==> src/rtl/sys_arr_pkg.sv <==
// Shared systolic-array definitions: geometry defaults, MAC beat length,
// input-feeder FSM states and the skew-chain stage record.
package sys_arr_pkg;

    localparam int ARR_DIM = 4;
    localparam int DW      = 16;
    localparam int MUL_LEN = 2;
    localparam int ADD_LEN = 2;
    localparam int MAC_LEN = ADD_LEN + MUL_LEN;

    typedef enum logic [1:0] {
        IDLE  = 2'd0,
        FEED  = 2'd1,
        DRAIN = 2'd2
    } feeder_state_t;

    // One skew-chain stage: a full input vector plus its occupancy flag.
    typedef struct packed {
        logic [ARR_DIM*DW-1:0] data;
        logic                  valid;
    } skew_stage_t;

    // Even parity over one stage, used for cheap integrity tagging of the chain.
    function automatic logic stage_parity(input skew_stage_t stage);
        return ^{stage.data, stage.valid};
    endfunction

endpackage

==> src/rtl/sysarr_beat_counter.sv <==
// MAC beat phase counter: runs while the feeder is active, freezes on
// stall, and flags the last unstalled cycle of each beat.
module sysarr_beat_counter #(
    parameter int L = sys_arr_pkg::MAC_LEN
) (
    input  logic                 clk,
    input  logic                 nRST,
    input  logic                 active,
    input  logic                 stall_sa,
    output logic [$clog2(L)-1:0] count,
    output logic                 boundary
);

    localparam int CW = $clog2(L);
    localparam logic [CW-1:0] LAST_PHASE = CW'(L - 1);

    logic [CW-1:0] count_r;
    logic          at_last_s;

    // Phase register: parked at zero while idle, wraps L-1 -> 0, holds on stall
    always_ff @(posedge clk or negedge nRST) begin
        if (!nRST) begin
            count_r <= {CW{1'b0}};
        end else if (!active) begin
            count_r <= {CW{1'b0}};
        end else if (!stall_sa) begin
            if (count_r == LAST_PHASE) begin
                count_r <= {CW{1'b0}};
            end else begin
                count_r <= count_r + CW'(1);
            end
        end else begin
            count_r <= count_r;
        end
    end

    // Beat-boundary decode
    always_comb begin
        at_last_s = (count_r == LAST_PHASE);
        boundary  = active & at_last_s & ~stall_sa;
        count     = count_r;
    end

endmodule

==> src/rtl/sysarr_input_feeder.sv <==
// Systolic-array input feeder: accepts one vector per MAC beat and skews it
// across the rows so row i sees its lane i beats after row 0.
module sysarr_input_feeder
    import sys_arr_pkg::*;
#(
    parameter int N  = ARR_DIM,
    parameter int DW = sys_arr_pkg::DW,
    parameter int L  = MAC_LEN
) (
    input  logic                 clk,
    input  logic                 nRST,
    input  logic                 in_valid,
    output logic                 in_ready,
    input  logic [N*DW-1:0]      in_data,
    input  logic                 in_last,
    input  logic                 stall_sa,
    output logic [N*DW-1:0]      mac_in_value,
    output logic [N-1:0]         mac_shift,
    output logic [$clog2(L)-1:0] mac_count,
    output logic                 busy,
    output logic                 done
);

    localparam int CW = $clog2(L);

    feeder_state_t state_r;
    feeder_state_t state_nxt_s;
    skew_stage_t   sk_r     [N];
    skew_stage_t   sk_nxt_s [N];
    logic          done_pend_r;
    logic          done_r;
    logic [CW-1:0] count_s;
    logic          boundary_s;
    logic          busy_s;
    logic          in_ready_s;
    logic          accept_s;
    logic          shift_s;
    logic          post_empty_s;
    logic          finish_s;

    assign busy_s = (state_r != IDLE);

    sysarr_beat_counter #(.L(L)) u_beat (
        .clk      (clk),
        .nRST     (nRST),
        .active   (busy_s),
        .stall_sa (stall_sa),
        .count    (count_s),
        .boundary (boundary_s)
    );

    // Handshake: idle accepts freely, FEED only on a beat boundary, DRAIN never
    always_comb begin
        if (stall_sa) begin
            in_ready_s = 1'b0;
        end else if (state_r == IDLE) begin
            in_ready_s = 1'b1;
        end else if (state_r == FEED) begin
            in_ready_s = boundary_s;
        end else begin
            in_ready_s = 1'b0;
        end
        accept_s = in_valid & in_ready_s;
        shift_s  = ((state_r == IDLE) & accept_s) | boundary_s;
    end

    // Skew-chain next value; a non-accepting shift injects a bubble at stage 0
    always_comb begin
        for (int k = 0; k < N; k++) begin
            sk_nxt_s[k] = sk_r[k];
        end
        if (shift_s) begin
            if (accept_s) begin
                sk_nxt_s[0].data  = in_data;
                sk_nxt_s[0].valid = 1'b1;
            end else begin
                sk_nxt_s[0] = '0;
            end
            for (int k = 1; k < N; k++) begin
                sk_nxt_s[k] = sk_r[k-1];
            end
        end else begin
            sk_nxt_s[0] = sk_r[0];
        end
        post_empty_s = 1'b1;
        for (int k = 0; k < N; k++) begin
            post_empty_s = post_empty_s & ~sk_nxt_s[k].valid;
        end
    end

    // FSM next state
    always_comb begin
        state_nxt_s = state_r;
        finish_s    = 1'b0;
        case (state_r)
            IDLE: begin
                if (accept_s) begin
                    state_nxt_s = in_last ? DRAIN : FEED;
                end else begin
                    state_nxt_s = IDLE;
                end
            end
            FEED: begin
                if (accept_s && in_last) begin
                    state_nxt_s = DRAIN;
                end else begin
                    state_nxt_s = FEED;
                end
            end
            DRAIN: begin
                if (boundary_s && post_empty_s) begin
                    state_nxt_s = IDLE;
                    finish_s    = 1'b1;
                end else begin
                    state_nxt_s = DRAIN;
                end
            end
            default: begin
                state_nxt_s = IDLE;
            end
        endcase
    end

    // FSM state and skew chain; both are already stall-qualified upstream
    always_ff @(posedge clk or negedge nRST) begin
        if (!nRST) begin
            state_r <= IDLE;
            for (int k = 0; k < N; k++) begin
                sk_r[k] <= '0;
            end
        end else begin
            state_r <= state_nxt_s;
            for (int k = 0; k < N; k++) begin
                sk_r[k] <= sk_nxt_s[k];
            end
        end
    end

    // Completion pulse lands one cycle after IDLE is re-entered and waits out stalls
    always_ff @(posedge clk or negedge nRST) begin
        if (!nRST) begin
            done_pend_r <= 1'b0;
            done_r      <= 1'b0;
        end else if (stall_sa) begin
            done_pend_r <= done_pend_r;
            done_r      <= 1'b0;
        end else begin
            done_pend_r <= finish_s;
            done_r      <= done_pend_r;
        end
    end

    // Row drive: stage i supplies lane i, shifted only at the start of a beat
    always_comb begin
        mac_in_value = {(N*DW){1'b0}};
        mac_shift    = {N{1'b0}};
        for (int i = 0; i < N; i++) begin
            mac_in_value[i*DW +: DW] = sk_r[i].data[i*DW +: DW];
            mac_shift[i] = busy_s & (count_s == {CW{1'b0}}) & sk_r[i].valid & ~stall_sa;
        end
    end

    assign in_ready  = in_ready_s;
    assign mac_count = count_s;
    assign busy      = busy_s;
    assign done      = done_r;

endmodule

==> config.mk <==
export PLATFORM = sky130hd
export DESIGN_NAME = sysarr_input_feeder
export DESIGN_NICKNAME = d
export VERILOG_FILES = /design/src/rtl/sys_arr_pkg.sv /design/src/rtl/sysarr_beat_counter.sv /design/src/rtl/sysarr_input_feeder.sv
export SDC_FILE = /design/constraint.sdc
export NUM_CORES = 1
export LEC_CHECK = 0
export ABC_AREA = 1
export CAP_MARGIN = 0
export CORE_ASPECT_RATIO = 2
export CORE_UTILIZATION = 35
export CTS_BUF_LIST = sky130_fd_sc_hd__clkbuf_4
export CTS_CLUSTER_SIZE = 24
export DETAILED_ROUTE_END_ITERATION = 10
export HOLD_SLACK_MARGIN = 0.03
export PLACE_DENSITY = 0.61
export SETUP_SLACK_MARGIN = 0.1
export SYNTH_ARGS = -nofsm -noshare
export SYNTH_HDL_FRONTEND = slang
export SYNTH_SLANG_ARGS = --single-unit
==> constraint.sdc <==
create_clock -name clk -period 1.53 [get_ports clk]
set_input_delay 0.306 -clock clk [delete_from_list [all_inputs] [get_ports clk]]
set_output_delay 0.306 -clock clk [all_outputs]
set_load 0.03 [all_outputs]
==> metrics.md <==
| Metric | Value |
|---|---|
| Result of the run | `finished, violations left` |
| Violated checks | `negative setup slack` |
| Worst reg-to-reg setup slack | `-270 ps` |
| Measured slew at the worst slew-check pin | `a little over 500 ps` |
| Vias after detailed routing | `between 5000 and 6000` |
| Std-Cell Core Area | `about 0.02 mm2` |
| Row count | `73` |
| Drt first pass iters | `4` |
| Dominant cells by area after synthesis | `sky130_fd_sc_hd__dfrtp_1 60%, sky130_fd_sc_hd__buf_4 8.3%, sky130_fd_sc_hd__nand3_1 7.6%, sky130_fd_sc_hd__mux2_2 4.3%, sky130_fd_sc_hd__nand2_1 4.0%` |
| Full die area | `between 0.02 and 0.025 mm2` |
| Area leader, netlist | `sky130_fd_sc_hd__dfrtp_1` |
| Number of buffer cells added on primary ports | `around 140` |
| RSZ-0062 raised after global routing | `true` |
| Worst-case setup margin in the final layout | `-464 ps` |
| DRC Markers | `0` |
| Post-route ant nets | `0` |
| Synthesis Warnings | `0` |
| Max-capacitance violation count | `0` |
| Largest net degree at the start of global routing | `47` |
| Count of pins on the block boundary | `roughly 140` |
| Synth Instances | `just over 700` |
| Worst vdd rail ir drop | `between 0.0009 and 0.001 V` |
| Post-synth EDFFs | `0` |
| Startpoint type of the worst setup path | `flip-flop` |
| Power, Total | `24.4 mW` |
| Max Clk Rate | `~0.5 GHz` |
| Startpoint of the lowest-slack hold path | `in_valid` |
| Sequential fraction of the synthesis area | `0.596` |
| Total number of nets in the final design | `986` |
| Share of cells above drive strength 1 | `0.546` |
| All-layer global routing usage | `0.186` |
| Setup crit end kind | `output pin` |
| Unique cell type count in the Yosys netlist | `19` |
| Initial Utilization | `0.358` |
| First-pass GRT wire length | `roughly 29 mm` |
| Share of Yosys cell area claimed by the top area cell type | `0.596` |
| Remaining global-route overflow | `0` |
| Share of flip-flops with an asynchronous set or reset | `1.00` |
| Highest cell delay on the worst timing path | `approximately 460 ps` |
| Worst path arrival time | `~1700 ps` |
| Crit path max-delay cell type | `sky130_fd_sc_hd__dfrtp_2` |
| DRT iter0 DRCs | `between 200 and 250` |
| Average wire length per cell after detail routing | `about 16 um` |
| Start of the worst register-to-register path | `u_beat.count[0]` |
| Worst setup path category | `reg -> out` |
| Routability cong. | `about 0.77` |
| Reg2reg end | `mac_in_value[42]` |
| Required time of the critical path | `roughly 1200 ps` |
| Crit-path leading delay family | `flip-flops` |
| Class of the most critical hold timing path | `in -> reg` |
| Number of buffers inserted during clock tree synthesis | `17` |
| Period Utilization, post-route | `1.30` |
| DIE WIDTH | `about 100 um` |
| Sink Count | `170` |
| Worst Hold Slack | `about 180 ps` |
| Depth of the CTS H-tree | `4` |
| Min Tclk post-route | `between 1500 and 2000 ps` |
| Relative slew slack | `0.654` |
| Most instantiated cells after synthesis | `170 x sky130_fd_sc_hd__dfrtp_1, 109 x sky130_fd_sc_hd__nand3_1, 79 x sky130_fd_sc_hd__buf_4` |
| Final-report max-slew violation count | `0` |
| Number of nets in the synthesized netlist | `around 780` |
| Pre-CTS WS | `-359 ps` |
| Top flip-flop cell by instance count after synthesis | `sky130_fd_sc_hd__dfrtp_1` |
| Vias in the first global route | `between 5000 and 6000` |
| Cell area after synthesis | `slightly above 0.007 mm2` |
| Antenna violations before repair | `1` |
| Root Buffer Master | `sky130_fd_sc_hd__clkbuf_4` |
| Layout-stage area growth over the synthesis result | `66.3%` |
| Hold Fails Final Rpt | `0` |
| Clock Path Buffers | `2` |
| Crit-path cells | `inv_2 -> ha_4 -> nand3_4 -> buf_6 -> nor2_4 -> buf_6` |
| Post-Route Skew | `about 17 ps` |
| CTS tree | `done` |
| Static leakage | `5.47 nW` |
| Half-perimeter wire length after placement | `roughly 11 mm` |
| Most prevalent standard cell on the critical path | `sky130_fd_sc_hd__buf_6` |
| Clock latency of the later-clocked register in the worst-skew pair | `about 550 ps` |
| Die Ht | `just over 200 um` |
| Number of setup violations in the final report | `171` |
| Detailed-route vias per instance | `~4.7` |
| Drt total wl | `slightly below 20 mm` |
| Hold Crit Depth | `4` |
| Power density cells | `approximately 2100 mW/mm2` |
| Most repeated cell in the gate-level netlist after synthesis | `sky130_fd_sc_hd__dfrtp_1` |
| Average footprint of a synthesized cell | `roughly 10 um2` |
| Max Fanout on Critical Path | `3` |
| Synth Register Bits | `170` |
| Worst Path Buf+Inv | `3` |
| End point of the worst hold path | `sk_r[195]` |
| Clock slew at the register clock pins of the worst setup and hold paths | `150 ps` |
| Worst Reg2Reg Path Length in Cells | `10` |
[worst register-to-register path: cells and delay by family, from the launching register on]
family                     cells  cell delay [ps]
adders and majority gates      1              170
muxes                          1              280
buffers and inverters          5              500
DFF                            1              450
and+or+nand+nor                3              290
[per-stage QoR]
| stage | TNS, ps | instance area (um2) | utilization | instances |
|---|---|---|---|---|
| floorplan | -888 | 7390 | - | 713 |
| global placement | -49710 | 8850 | 0.444 | 1054 |
| detailed placement | -52820 | 8850 | 0.444 | 1054 |
| CTS | -48510 | 11000 | 0.551 | 1153 |
| global route | -41010 | 11900 | 0.596 | 1191 |
| finish | -30120 | 11900 | 0.596 | 1191 |
[flip-flops by register name (all words and copies together) (netlist names)]
register      flops
mac_in_value     64
done              1
state_r           2
u_beat.count      2
sk_r            100
done_pend_r       1
[cells by family (layout without fill, tap and decap cells)]
logic type	Yosys count	after routing	share of synthesized area
buffers and inverters	166	380	0.133
muxes	27	27	0.0426
DFF	170	170	0.596
adders and majority gates	2	2	0.00351
and+or+nand+nor	248	249	0.154
AOI/OAI and AO/OA	100	100	0.0705
other	0	1	0
[worst max-delay path by stage]
stage	cells after the start	endpoint	slack [ps]	startpoint
2_1_floorplan	7	mac_in_value[16]	-30	u_beat.count[0]
3_3_place_gp	8	sk_r[234]	-340	stall_sa
3_5_place_dp	8	sk_r[234]	-360	stall_sa
4_1_cts	6	mac_shift[3]	-520	u_beat.count[1]
5_1_grt	6	mac_shift[2]	-600	u_beat.count[1]
6_report	6	mac_shift[1]	-460	u_beat.count[1]
[final cells by class]
type	count	area, um2
Fill cell	1660	8040
Clock inverter	14	194
Tap cell	262	328
Sequential cell	170	4260
Antenna cell	1	2.50
Clock buffer	18	135
Multi-Input combinational cell	378	3210
Inverter	59	224
Timing Repair Buffer	289	3520
[cell usage in the layout (no fill, tap or decap), types with 7 or more instances in the layout]
master	instances
sky130_fd_sc_hd__dfrtp_1	168
sky130_fd_sc_hd__buf_6	91
sky130_fd_sc_hd__buf_4	68
sky130_fd_sc_hd__nand3_1	66
sky130_fd_sc_hd__clkdlybuf4s50_1	66
sky130_fd_sc_hd__inv_1	53
sky130_fd_sc_hd__nor2_4	49
sky130_fd_sc_hd__nand2_1	45
sky130_fd_sc_hd__a21oi_2	42
sky130_fd_sc_hd__o21ai_2	41
sky130_fd_sc_hd__nand3_2	37
sky130_fd_sc_hd__buf_12	30
sky130_fd_sc_hd__mux2_4	27
sky130_fd_sc_hd__clkbuf_4	18
sky130_fd_sc_hd__nand2_4	17
sky130_fd_sc_hd__nand2_2	16
sky130_fd_sc_hd__buf_16	13
sky130_fd_sc_hd__buf_8	13
sky130_fd_sc_hd__nand3_4	7
sky130_fd_sc_hd__o21ai_1	7
sky130_fd_sc_hd__a21oi_1	7
[timing repair]
action | CTS | global route
hold buffers | 1 | 0
setup buffers | 45 | 40
cloned | 21 | 5
hold endpoints to repair | 154 | 0
setup endpoints to repair | 227 | 240
pin swaps | 31 | 45
gates resized for setup | 710 | 164
[layer usage]
metal / wire (um) / track usage / vias to the layer above
li1: - / - / 2667
met1: 7380 / 0.200 / 2842
met2: 11200 / 0.348 / 120
met3: 652 / 0.0410 / 21
met4: 342 / 0.0619 / 0
met5: 0 / 0 / -
[where the power goes]
| group | total, mW | switching, mW | internal (mW) | leakage (nW) |
|---|---|---|---|---|
| combinational | 13.2 | 6.27 | 6.94 | 3.24 |
| sequential | 8.22 | 1.62 | 6.60 | 2.05 |
| clock | 2.99 | 1.65 | 1.34 | 0.181 |
(Power assumes the default switching activity.)
